--- config.mk ---
export PLATFORM = sky130hd
export DESIGN_NAME = pe_arr_seq
export DESIGN_NICKNAME = d
export VERILOG_FILES = /design/src/rtl/pe_arr_seq.sv
export SDC_FILE = /design/constraint.sdc
export NUM_CORES = 1
export LEC_CHECK = 0
export ABC_CLOCK_PERIOD_IN_PS = 55900
export BUFFER_PORTS_ARGS = -buffer_cell sky130_fd_sc_hd__clkbuf_2
export CORE_AREA = 8 8 460 462
export CTS_CLUSTER_DIAMETER = 60
export CTS_CLUSTER_SIZE = 30
export DETAILED_ROUTE_END_ITERATION = 16
export DIE_AREA = 0 0 468 470
export PLACE_DENSITY_LB_ADDON = 0.08
export SYNTH_ARGS = -nofsm -noshare
export SYNTH_HDL_FRONTEND = slang
export SYNTH_SLANG_ARGS = --single-unit
--- constraint.sdc ---
create_clock -name clk_i -period 55.9 [get_ports clk_i]
set_input_delay 13.975 -clock clk_i [delete_from_list [all_inputs] [get_ports clk_i]]
set_output_delay 13.975 -clock clk_i [all_outputs]
set_load 0.05 [all_outputs]
--- src/rtl/pe_arr_seq.sv ---
// pe_arr_seq: runs one systolic-array job (clear, skewed operand feed, drain, capture); result valid 1+k_len+1+ROWS+COLS+1 cycles after the first busy cycle.
// Result is held on res_valid_o until res_ready_i; define PE_ARR_SEQ_PERF_EN to add the perf_cycles_o busy-cycle counter.
module pe_arr_seq #(
    parameter int ROWS = 4,
    parameter int COLS = 4,
    parameter int AW   = 8
) (
    input  logic                    clk_i,
    input  logic                    rst_i,
    input  logic                    start_i,
    input  logic [AW:0]             k_len_i,
    input  logic                    abort_i,
    output logic                    busy_o,
    output logic                    w_rd_en_o,
    output logic [AW-1:0]           w_rd_addr_o,
    input  logic [8*ROWS-1:0]       w_rd_data_i,
    output logic                    a_rd_en_o,
    output logic [AW-1:0]           a_rd_addr_o,
    input  logic [8*COLS-1:0]       a_rd_data_i,
    output logic                    arr_clr_o,
    output logic                    arr_fire_o,
    output logic [8*ROWS-1:0]       arr_in_w_o,
    output logic [8*COLS-1:0]       arr_in_a_o,
    input  logic [32*ROWS*COLS-1:0] arr_outs_i,
    output logic                    res_valid_o,
    input  logic                    res_ready_i,
    output logic [32*ROWS*COLS-1:0] res_data_o
`ifdef PE_ARR_SEQ_PERF_EN
    ,
    output logic [31:0]             perf_cycles_o
`endif
);

    typedef enum logic [2:0] {S_IDLE, S_CLEAR, S_FEED, S_FLUSH, S_DONE} state_t;

    // FLUSH spans the read-return cycle plus ROWS+COLS+1 drain cycles.
    localparam logic [AW:0] FLUSH_LAST = (AW+1)'(ROWS + COLS + 1);

    state_t                    state_q, state_d;
    logic [AW:0]               k_len_q, k_len_d;
    logic [AW:0]               cnt_q, cnt_d;
    logic                      res_valid_q, res_valid_d;
    logic [32*ROWS*COLS-1:0]   res_data_q, res_data_d;
    logic                      rvld_q, fire_q;
    logic                      rd_en, flush_pipe;

    assign flush_pipe = abort_i && (state_q != S_IDLE);
    assign rd_en      = (state_q == S_FEED);

    always_comb begin
        state_d     = state_q;
        k_len_d     = k_len_q;
        cnt_d       = cnt_q;
        res_valid_d = res_valid_q;
        res_data_d  = res_data_q;
        case (state_q)
            S_IDLE: begin
                if (start_i) begin
                    state_d = S_CLEAR;
                    k_len_d = k_len_i;
                end
            end
            S_CLEAR: begin
                cnt_d   = '0;
                state_d = (k_len_q == '0) ? S_FLUSH : S_FEED;
            end
            S_FEED: begin
                if (cnt_q == k_len_q - 1'b1) begin
                    cnt_d   = '0;
                    state_d = S_FLUSH;
                end else begin
                    cnt_d = cnt_q + 1'b1;
                end
            end
            S_FLUSH: begin
                if (cnt_q == FLUSH_LAST) begin
                    state_d     = S_DONE;
                    res_valid_d = 1'b1;
                    res_data_d  = arr_outs_i;
                end else begin
                    cnt_d = cnt_q + 1'b1;
                end
            end
            S_DONE: begin
                if (res_ready_i) begin
                    state_d     = S_IDLE;
                    res_valid_d = 1'b0;
                end
            end
            default: state_d = S_IDLE;
        endcase
        // Abort beats a same-cycle handshake; the result is simply dropped.
        if (flush_pipe) begin
            state_d     = S_IDLE;
            res_valid_d = 1'b0;
        end
    end

    always_ff @(posedge clk_i or posedge rst_i) begin
        if (rst_i) begin
            state_q     <= S_IDLE;
            k_len_q     <= '0;
            cnt_q       <= '0;
            res_valid_q <= 1'b0;
            res_data_q  <= '0;
        end else begin
            state_q     <= state_d;
            k_len_q     <= k_len_d;
            cnt_q       <= cnt_d;
            res_valid_q <= res_valid_d;
            res_data_q  <= res_data_d;
        end
    end

    // rvld_q marks read data on the buffer buses; fire_q follows the lane-0 register.
    always_ff @(posedge clk_i or posedge rst_i) begin
        if (rst_i) begin
            rvld_q <= 1'b0;
            fire_q <= 1'b0;
        end else if (flush_pipe) begin
            rvld_q <= 1'b0;
            fire_q <= 1'b0;
        end else begin
            rvld_q <= rd_en;
            fire_q <= rvld_q;
        end
    end

    for (genvar r = 0; r < ROWS; r++) begin : g_w_lane
        logic [r:0][7:0] dly_q;
        always_ff @(posedge clk_i or posedge rst_i) begin
            if (rst_i) begin
                dly_q <= '0;
            end else if (flush_pipe) begin
                dly_q <= '0;
            end else begin
                dly_q[0] <= rvld_q ? w_rd_data_i[8*r +: 8] : 8'd0;
                for (int d = 1; d <= r; d++) dly_q[d] <= dly_q[d-1];
            end
        end
        assign arr_in_w_o[8*r +: 8] = dly_q[r];
    end

    for (genvar c = 0; c < COLS; c++) begin : g_a_lane
        logic [c:0][7:0] dly_q;
        always_ff @(posedge clk_i or posedge rst_i) begin
            if (rst_i) begin
                dly_q <= '0;
            end else if (flush_pipe) begin
                dly_q <= '0;
            end else begin
                dly_q[0] <= rvld_q ? a_rd_data_i[8*c +: 8] : 8'd0;
                for (int d = 1; d <= c; d++) dly_q[d] <= dly_q[d-1];
            end
        end
        assign arr_in_a_o[8*c +: 8] = dly_q[c];
    end

    assign busy_o      = (state_q != S_IDLE);
    assign arr_clr_o   = (state_q == S_CLEAR);
    assign w_rd_en_o   = rd_en;
    assign a_rd_en_o   = rd_en;
    assign w_rd_addr_o = rd_en ? cnt_q[AW-1:0] : '0;
    assign a_rd_addr_o = rd_en ? cnt_q[AW-1:0] : '0;
    assign arr_fire_o  = fire_q;
    assign res_valid_o = res_valid_q;
    assign res_data_o  = res_data_q;

`ifdef PE_ARR_SEQ_PERF_EN
    logic [31:0] perf_q, perf_d;

    always_comb begin
        perf_d = perf_q;
        if (state_q == S_IDLE) begin
            if (start_i) perf_d = '0;
        end else if (perf_q != 32'hFFFF_FFFF) begin
            perf_d = perf_q + 32'd1;
        end
    end

    always_ff @(posedge clk_i or posedge rst_i) begin
        if (rst_i) perf_q <= '0;
        else       perf_q <= perf_d;
    end

    assign perf_cycles_o = perf_q;
`endif

endmodule

==> results of run 1 <==
kinds of logic after synthesis:
kind of cell	count (synthesis)	synth area share [%]
AND/OR/NAND/NOR	1766	27.1
flip-flops	696	65.6
buffers and inverters	213	5.53
AO/OA/AOI/OAI	36	0.928
XOR/XNOR	14	0.462
multiplexers	6	0.254
adder cells (fa/ha/maj)	3	0.141
power by group through the flow:
stage | sequential, uW | combinational (uW) | clock, uW
after floorplan | 616 | 72.3 | 0
after global placement | 561 | 211 | 0
after detailed placement | 561 | 210 | 0
after CTS | 552 | 210 | 783
after global routing | 556 | 221 | 799
final | 552 | 204 | 747
worst max-delay path, cell delays in order:
cell and delay (ps):
clkbuf_2 120, inv_8 540, buf_4 710, buf_4 720
buf_4 650, buf_4 680
how the worst min path moves through the flow:
stage / to / cells past startpoint / from
after CTS: g_w_lane[3].dly_q[9] / 1 / g_w_lane[3].dly_q[1]
after floorplan: arr_in_a_o[10] / 1 / g_a_lane[1].dly_q[2]
after global placement: arr_in_a_o[18] / 1 / g_a_lane[2].dly_q[10]
final: g_w_lane[3].dly_q[9] / 1 / g_w_lane[3].dly_q[1]
after detailed placement: arr_in_w_o[10] / 1 / g_w_lane[1].dly_q[2]
after global routing: g_w_lane[2].dly_q[14] / 1 / g_w_lane[2].dly_q[6]
stage by stage:
stage | util (%) | cell area (sq um) | instances
after floorplan | - | 26600 | 2734
after global placement | 17.0 | 34700 | 6430
after detailed placement | 17.0 | 34700 | 6430
after CTS | 18.9 | 38600 | 6630
after global routing | 18.9 | 38600 | 6633
final | 18.9 | 38600 | 6642
layout make-up:
class	instances	area, sq um	area share (%)
Sequential cell	696	17400	45.1
Multi-Input combinational cell	1825	7680	19.9
Timing Repair Buffer	1214	6170	16.0
Tap cell	2688	3360	8.71
Clock buffer	130	2880	7.47
Clock inverter	70	1060	2.74
Inverter	7	33.8	0.0874
Antenna cell	12	30.0	0.0777
sequential cells by signal, summed over array words and instances, names as in the netlist:
| signal | count |
|---|---|
| rvld_q | 1 |
| k_len_q | 9 |
| arr_in_a_o | 24 |
| res_valid_o | 1 |
| res_data_o | 512 |
| g_a_lane.dly_q | 56 |
| arr_fire_o | 1 |
| cnt_q | 9 |
| arr_in_w_o | 24 |
| state_q | 3 |
| g_w_lane.dly_q | 56 |
layer usage:
layer	up-vias	share of wire [%]
li1	10600	-
met1	10800	37
met2	835	50
met3	219	11
met4	42	1.8
met5	-	0.17
cell usage after synthesis (2+ instances only):
master / n
xor2_1: 12
ha_1: 3
nand4_1: 3
nor4_4: 2
or2_2: 4
a21oi_1: 8
buf_2: 52
and2_1: 104
buf_6: 52
nor2b_1: 3
dfrtp_1: 696
nand2_1: 1549
xnor2_1: 2
nor4b_1: 4
a31oi_1: 2
clkbuf_1: 45
o21ai_0: 7
and3_1: 67
nor3b_1: 4
inv_1: 7
mux2_2: 6
nand3_1: 3
buf_4: 57
nor2_1: 8
a21o_1: 3
o31ai_1: 5
nor3_1: 9
==> results.py, run 1 <==
metrics = {
    "timing": {
        "setup_tns_ps": 0,
        "tightest_slew_ps": 1070,
        "rsz0062_at_grt": "no",
        "hold_viol": 0,
        "period_needed_ps": 16880,
        "period_share_pct": 30.2,
        "hold_slack_ps": 433,
        "fin_ws_ps": 39020,
        "setup_viol_count_final": 0,
        "fin_skew_ps": 36.6,
        "maxSlewViolCount": 0,
        "max_freq_mhz": 59.2,
        "relSlewSlack_pct": 28.6,
    },
    "routing": {
        "ant_nets": 0,
        "vias": 22500,
        "wl_microns": 153000,
        "drc": 0,
        "vias_per_cell": 3.39,
        "dr.first_iter.drc_count": 950,
        "dr.pass1.iters": 5,
        "routedWlPerCell_microns": 23.1,
    },
    "pwr": {
        "power_uw": 1500,
        "p_int_uw": 1050,
        "powerDensity_nw_per_um2": 38.9,
        "combPwrFrac_pct": 13.6,
        "p_sw_share_pct": 30.3,
        "seq_power_share_pct": 36.7,
        "max-vdd-ir-drop_mv": 0.0325,
        "p_leak_uw": 0.0191,
        "pwr-share-clk_pct": 49.7,
        "switchingPower_uw": 455,
    },
    "global_routing": {
        "grt_pass1_vias": 23800,
        "grt_remaining_overflow": 0,
        "grtUsageTotal_pct": 13.4,
        "gr-usage-met2_pct": 23.7,
        "grtUsageMet1_pct": 14.5,
        "grt_start_max_net_pins": 129,
        "busiest_layer": "met2",
        "gr-usage-met3_pct": 6.56,
        "grt_pass1_wl_microns": 208000,
        "antenna_found_initial": 68,
    },
    "clock_tree": {
        "cts_max_path_buffers": 3,
        "post_cts_buffers": 0,
        "cts_resized": 0,
        "cts_tree": "yes",
        "clk_transition_reported_paths_ps": 60,
        "cts_sinks": 696,
        "cts-root-buf": "clkbuf_16",
        "cts_hold_buf": 0,
        "h-tree-depth": 3,
        "cts_buffers": 107,
        "insertion_delay_ps": 730,
    },
    "floorplanning": {
        "initial_utilization_pct": 13.0,
        "die_area_sq_um": 220000,
        "rows": 166,
        "die_width_microns": 468,
        "coreArea_sq_um": 204000,
        "dieHeight_microns": 470,
        "boundaryPins": 1188,
    },
    "placed_design": {
        "dp_hpwl_microns": 121000,
        "place.gp.congestion": 0.791,
        "place_ws_ps": 37940,
        "port_buffers": 1187,
    },
    "logic_synthesis": {
        "yosys-top-cells-area": "dfrtp_1 66%, nand2_1 22%, and2_1 2.5%",
        "synth-seq-area-share_pct": 65.6,
        "synth_top_cell_area_share_pct": 65.6,
        "yosys_warnings": 0,
        "avgSynthCellArea_sq_um": 9.71,
        "synthesis.area_sq_um": 26600,
        "synthFlopType": "dfrtp_1",
        "synthCells": 2734,
        "async_flop_share_pct": 100,
        "synthDistinctLibCells": 44,
        "ys_ff_latch": 696,
        "synth-edff-count": 0,
        "syn_nets": 3327,
        "yosysTopAreaCell": "dfrtp_1",
    },
    "worst_setup_path": {
        "reg2reg_to": "res_data_o[1]",
        "critical_path_required_ps": 56660,
        "crit_fanout": 101,
        "r2r_slack_ps": 50260,
        "r2r_start": "cnt_q[1]",
        "worst_setup_path_end_kind": "async pin",
        "path_class": "in -> async",
        "cp_data_arrival_time_ps": 17650,
        "r2r_cells": 11,
        "cp-startpoint": "rst_i",
        "crit_path_end": "res_data_o[194]",
        "startpoint_type": "input pin",
    },
    "layout": {
        "drive_gt1_share_pct": 36.0,
        "area_delta_synth_final_pct": 45.5,
        "nNetsFinal": 4444,
        "nFillCells": 23100,
        "final_common_cell": "nand2_1",
        "final_cell_mix": "1548 x nand2_1, 1187 x clkbuf_2, 695 x dfrtp_1, 107 x clkbuf_16, 104 x and2_1",
    },
    "min_path": {
        "hp-class": "reg -> reg",
    },
    "job": {
        "cap_violations": 0,
    },
    "run_status": {
        "status": "complete, no violations",
    },
}
No activity file was read; power rests on OpenSTA's default activity.
==> inputs of run 2 (changes only) <==
ABC_CLOCK_PERIOD_IN_PS = 14800   (was 55900)
clock period = 14.8 ns   (was 55.9 ns; I/O delays follow)
==> results.py, run 2 (same netlist as run 1, synthesis figures left out) <==
metrics = {
    "run_status": {
        "status": "complete, no violations",
    },
    "clock_tree": {
        "cts_resized": 0,
        "cts_hold_buf": 0,
        "post_cts_buffers": 0,
        "cts_tree": "yes",
        "insertion_delay_ps": 730,
        "h-tree-depth": 3,
        "cts_buffers": 106,
        "cts_sinks": 696,
        "cts-root-buf": "clkbuf_16",
        "cts_max_path_buffers": 3,
        "clk_transition_reported_paths_ps": 60,
    },
    "routing": {
        "dr.first_iter.drc_count": 899,
        "wl_microns": 153000,
        "dr.pass1.iters": 4,
        "routedWlPerCell_microns": 23.0,
        "vias_per_cell": 3.39,
        "vias": 22500,
        "ant_nets": 0,
        "drc": 0,
    },
    "layout": {
        "nNetsFinal": 4438,
        "drive_gt1_share_pct": 36.0,
        "largest_register_ff_count": 512,
        "fin_cells": 6641,
        "nFillCells": 23100,
        "area_delta_synth_final_pct": 44.8,
        "final_common_cell": "nand2_1",
        "final_cell_mix": "1548 x nand2_1, 1187 x clkbuf_2, 695 x dfrtp_1, 106 x clkbuf_16, 104 x and2_1",
        "regArea_sq_um": 17400,
        "multi_input_area_sq_um": 7680,
    },
    "floorplanning": {
        "boundaryPins": 1188,
        "die_width_microns": 468,
        "initial_utilization_pct": 13.0,
        "die_area_sq_um": 220000,
        "rows": 166,
        "dieHeight_microns": 470,
        "coreArea_sq_um": 204000,
    },
    "timing": {
        "hold_slack_ps": 439,
        "tightest_slew_ps": 1040,
        "setup_tns_ps": 0,
        "rsz0062_at_grt": "no",
        "max_freq_mhz": 161,
        "setup_viol_count_final": 0,
        "hold_viol": 0,
        "period_share_pct": 42.0,
        "maxSlewViolCount": 0,
        "relSlewSlack_pct": 30.6,
        "period_needed_ps": 6220,
        "fin_skew_ps": 53.2,
    },
    "worst_setup_path": {
        "critical_path_required_ps": 11100,
        "r2r_start": "cnt_q[5]",
        "crit_path_end": "w_rd_addr_o[7]",
        "cp-startpoint": "state_q[1]",
        "cp_data_arrival_time_ps": 2520,
        "path_delay_family": "simple AND/OR/NAND/NOR gates",
        "path_depth": 4,
        "r2r_slack_ps": 10060,
        "startpoint_type": "flop",
        "path_class": "reg -> out",
        "cpMaxStageDelayCell": "dfrtp_1",
        "r2r_cells": 9,
        "path_buf_inv": 1,
        "cp_cell_sequence": "nand2b_1 -> nor2_1 -> and2_1 -> clkbuf_2",
        "max_stage_delay_ps": 540,
        "reg2reg_to": "res_data_o[478]",
        "worst_setup_path_end_kind": "output port",
        "crit_fanout": 10,
    },
    "pwr": {
        "p_sw_share_pct": 31.3,
        "max-vdd-ir-drop_mv": 0.0882,
        "power_uw": 5520,
        "powerDensity_nw_per_um2": 144,
        "p_leak_uw": 0.0190,
        "switchingPower_uw": 1730,
        "pwr-share-clk_pct": 48.4,
        "seq_power_share_pct": 37.8,
        "combPwrFrac_pct": 13.9,
        "p_int_uw": 3790,
    },
    "job": {
        "cap_violations": 0,
    },
    "global_routing": {
        "antenna_found_initial": 69,
        "grt_pass1_wl_microns": 207000,
        "grt_pass1_vias": 23600,
        "grt_start_max_net_pins": 173,
        "grt_remaining_overflow": 0,
        "grtUsageTotal_pct": 13.4,
    },
    "placed_design": {
        "place.gp.congestion": 0.796,
        "port_buffers": 1187,
        "placed_cells": 6425,
        "dp_hpwl_microns": 119000,
    },
    "min_path": {
        "holdPathStages": 1,
        "hp-class": "reg -> reg",
    },
}
## run 2: area by class of cell
cell class	count	share of cell area, %
flip-flops and latches	696	45.3
diodes	18	0.117
multi-input cells	1825	20.0
repair buffers	1209	16.1
clock buffers	125	7.37
clock inverters	73	2.31
well taps	2688	8.75
inverters	7	0.0781
## run 2: per-stage QoR
step / util, % / setup slack, ps / cell area (sq um)
after floorplan: - / 1570 / 26600
after global placement: 17.0 / 8080 / 34700
after detailed placement: 17.0 / 8160 / 34700
after CTS: 18.8 / 8450 / 38400
after global routing: 18.8 / 8330 / 38400
final: 18.8 / 8580 / 38400
## run 2: layer usage
metal / up-vias / global-route usage (%) / wire length (microns)
li1: 10600 / - / -
met1: 10800 / 14.5 / 57900
met2: 835 / 23.6 / 75900
met3: 245 / 6.52 / 15800
met4: 46 / 2.65 / 2860
met5: - / 0 / 315
## run 2: worst min-delay path by stage
| stage | end | startpoint |
|---|---|---|
| finish | arr_in_w_o[15] | g_w_lane[1].dly_q[7] |
| global route | arr_in_a_o[13] | g_a_lane[1].dly_q[5] |
| CTS | arr_in_w_o[15] | g_w_lane[1].dly_q[7] |
| detailed placement | g_a_lane[2].dly_q[9] | g_a_lane[2].dly_q[1] |
| global placement | arr_in_w_o[27] | g_w_lane[3].dly_q[19] |
| floorplan | arr_in_a_o[10] | g_a_lane[1].dly_q[2] |
## run 2: power by group through the flow
| stage | logic [uW] | registers, uW | clock network [uW] |
|---|---|---|---|
| after floorplan | 273 | 2330 | 0 |
| after global placement | 793 | 2120 | 0 |
| after detailed placement | 789 | 2120 | 0 |
| after CTS | 790 | 2080 | 2800 |
| after global routing | 833 | 2100 | 2860 |
| final | 766 | 2080 | 2670 |
==> inputs of run 3 (changes only) <==
ABC_CLOCK_PERIOD_IN_PS = 5900   (was 14800)
clock period = 5.9 ns   (was 14.8 ns; I/O delays follow)
==> results.py, run 3 (same netlist as run 1, synthesis figures left out) <==
metrics = {
    "run_status": {
        "status": "complete, no violations",
    },
    "worst_setup_path": {
        "cpMaxStageDelayCell": "dfrtp_1",
        "path_buf_inv": 1,
        "path_class": "reg -> out",
        "max_stage_delay_ps": 530,
        "critical_path_required_ps": 4430,
        "startpoint_type": "flop",
        "cp_cell_sequence": "nand2b_1 -> nor2_1 -> and2_1 -> clkbuf_2",
        "path_delay_family": "simple AND/OR/NAND/NOR gates",
        "worst_setup_path_end_kind": "output port",
        "crit_fanout": 10,
        "cp_data_arrival_time_ps": 2550,
    },
    "clock_tree": {
        "cts_hold_buf": 0,
        "cts_resized": 0,
        "cts_max_path_buffers": 3,
        "h-tree-depth": 3,
        "cts_sinks": 696,
        "post_cts_buffers": 0,
        "cts_tree": "yes",
        "cts_buffers": 109,
        "insertion_delay_ps": 740,
        "clk_transition_reported_paths_ps": 60,
        "cts-root-buf": "clkbuf_16",
    },
    "pwr": {
        "p_int_uw": 9500,
        "combPwrFrac_pct": 14.0,
        "switchingPower_uw": 4440,
        "pwr-share-clk_pct": 48.5,
        "max-vdd-ir-drop_mv": 0.311,
        "powerDensity_nw_per_um2": 360,
        "p_sw_share_pct": 31.9,
        "p_leak_uw": 0.0191,
        "seq_power_share_pct": 37.5,
    },
    "routing": {
        "vias_per_cell": 3.39,
        "ant_nets": 0,
        "dr.pass1.iters": 5,
        "drc": 0,
        "dr.first_iter.drc_count": 1018,
        "routedWlPerCell_microns": 23.3,
        "vias": 22600,
        "wl_microns": 155000,
    },
    "timing": {
        "hold_viol": 0,
        "maxSlewViolCount": 0,
        "setup_tns_ps": 0,
        "relSlewSlack_pct": 24.4,
        "period_needed_ps": 4020,
        "max_freq_mhz": 249,
        "tightest_slew_ps": 1130,
        "period_share_pct": 68.1,
        "setup_viol_count_final": 0,
        "fin_skew_ps": 27.3,
        "rsz0062_at_grt": "no",
    },
    "placed_design": {
        "place_area_sq_um": 34900,
        "dp_hpwl_microns": 122000,
        "place.gp.congestion": 0.793,
        "port_buffers": 1187,
        "placed_cells": 6440,
    },
    "floorplanning": {
        "dieHeight_microns": 470,
        "initial_utilization_pct": 13.0,
        "rows": 166,
        "boundaryPins": 1188,
        "die_width_microns": 468,
        "die_area_sq_um": 220000,
        "coreArea_sq_um": 204000,
    },
    "global_routing": {
        "grtUsageTotal_pct": 13.6,
        "grt_pass1_vias": 24000,
        "grt_start_max_net_pins": 161,
        "grt_remaining_overflow": 0,
        "grt_pass1_wl_microns": 211000,
        "antenna_found_initial": 62,
    },
    "layout": {
        "area_delta_synth_final_pct": 45.7,
        "drive_gt1_share_pct": 36.5,
        "largest_register_ff_count": 512,
        "final_common_cell": "nand2_1",
        "regArea_sq_um": 17400,
        "fin_cells": 6660,
        "nNetsFinal": 4456,
        "multi_input_area_sq_um": 7680,
        "final_area_sq_um": 38700,
        "nFillCells": 23100,
        "final_cell_mix": "1548 x nand2_1, 1187 x clkbuf_2, 695 x dfrtp_1, 109 x clkbuf_16, 104 x and2_1",
    },
    "min_path": {
        "hp-class": "reg -> reg",
    },
    "job": {
        "cap_violations": 0,
    },
}
run 3: metrics by stage:
stage | hold slack [ps] | setup WS (ps) | power (uW) | util [%]
after detailed placement | 432 | 2610 | 7320 | 17.1
after floorplan | 428 | -5100 | 6520 | -
after global placement | 429 | 2680 | 7330 | 17.1
after CTS | 445 | 1740 | 14400 | 19.0
after global routing | 455 | 1620 | 14700 | 19.0
final | 441 | 1880 | 13900 | 19.0
run 3: area by class of cell:
cell class                 instances  share of cell area (%)
clock inverter                    79                    2.21
tap                             2688                    8.69
antenna                           14                  0.0905
multi-input combinational       1825                    19.8
timing repair buffer            1224                    16.5
inverter                           7                  0.0776
clock buffer                     127                    7.61
sequential                       696                    45.0
run 3: path summary, 6_finish.rpt:
path / depth (start not counted) / to / slack [ps] / startpoint
worst max-delay path: 4 / a_rd_addr_o[3] / 1880 / state_q[1]
worst min-delay path: 1 / arr_in_w_o[13] / 440 / g_w_lane[1].dly_q[5]
worst max register to register: 7 / res_data_o[171] / 2670 / state_q[0]
worst min register to register: 1 / arr_in_w_o[13] / 440 / g_w_lane[1].dly_q[5]
max in group asynchronous: 3 / k_len_q[8] / 3740 / rst_i
min in group asynchronous: 2 / arr_in_w_o[10] / 940 / rst_i
run 3: power by group through the flow:
stage / combinational (uW) / clock, uW / sequential, uW
after floorplan: 685 / 0 / 5840
after global placement: 2020 / 0 / 5310
after detailed placement: 2010 / 0 / 5310
after CTS: 2020 / 7120 / 5230
after global routing: 2130 / 7260 / 5260
final: 1950 / 6770 / 5220
run 3: metal layers:
layer,vias up,wire length [microns],track usage [%]
met5,-,230,0
li1,10600,-,-
met4,38,3460,3.43
met1,10800,56900,14.3
met2,863,77100,24.0
met3,236,17700,6.93
run 3: worst reg2reg max path: stages, from the launching register on:
cell	delay (ps)
dfrtp_1	590
nor4b_1	360
nand2_1	170
or4_4	690
buf_4	420
buf_12	340
nand2_1	480
nand2_1	60
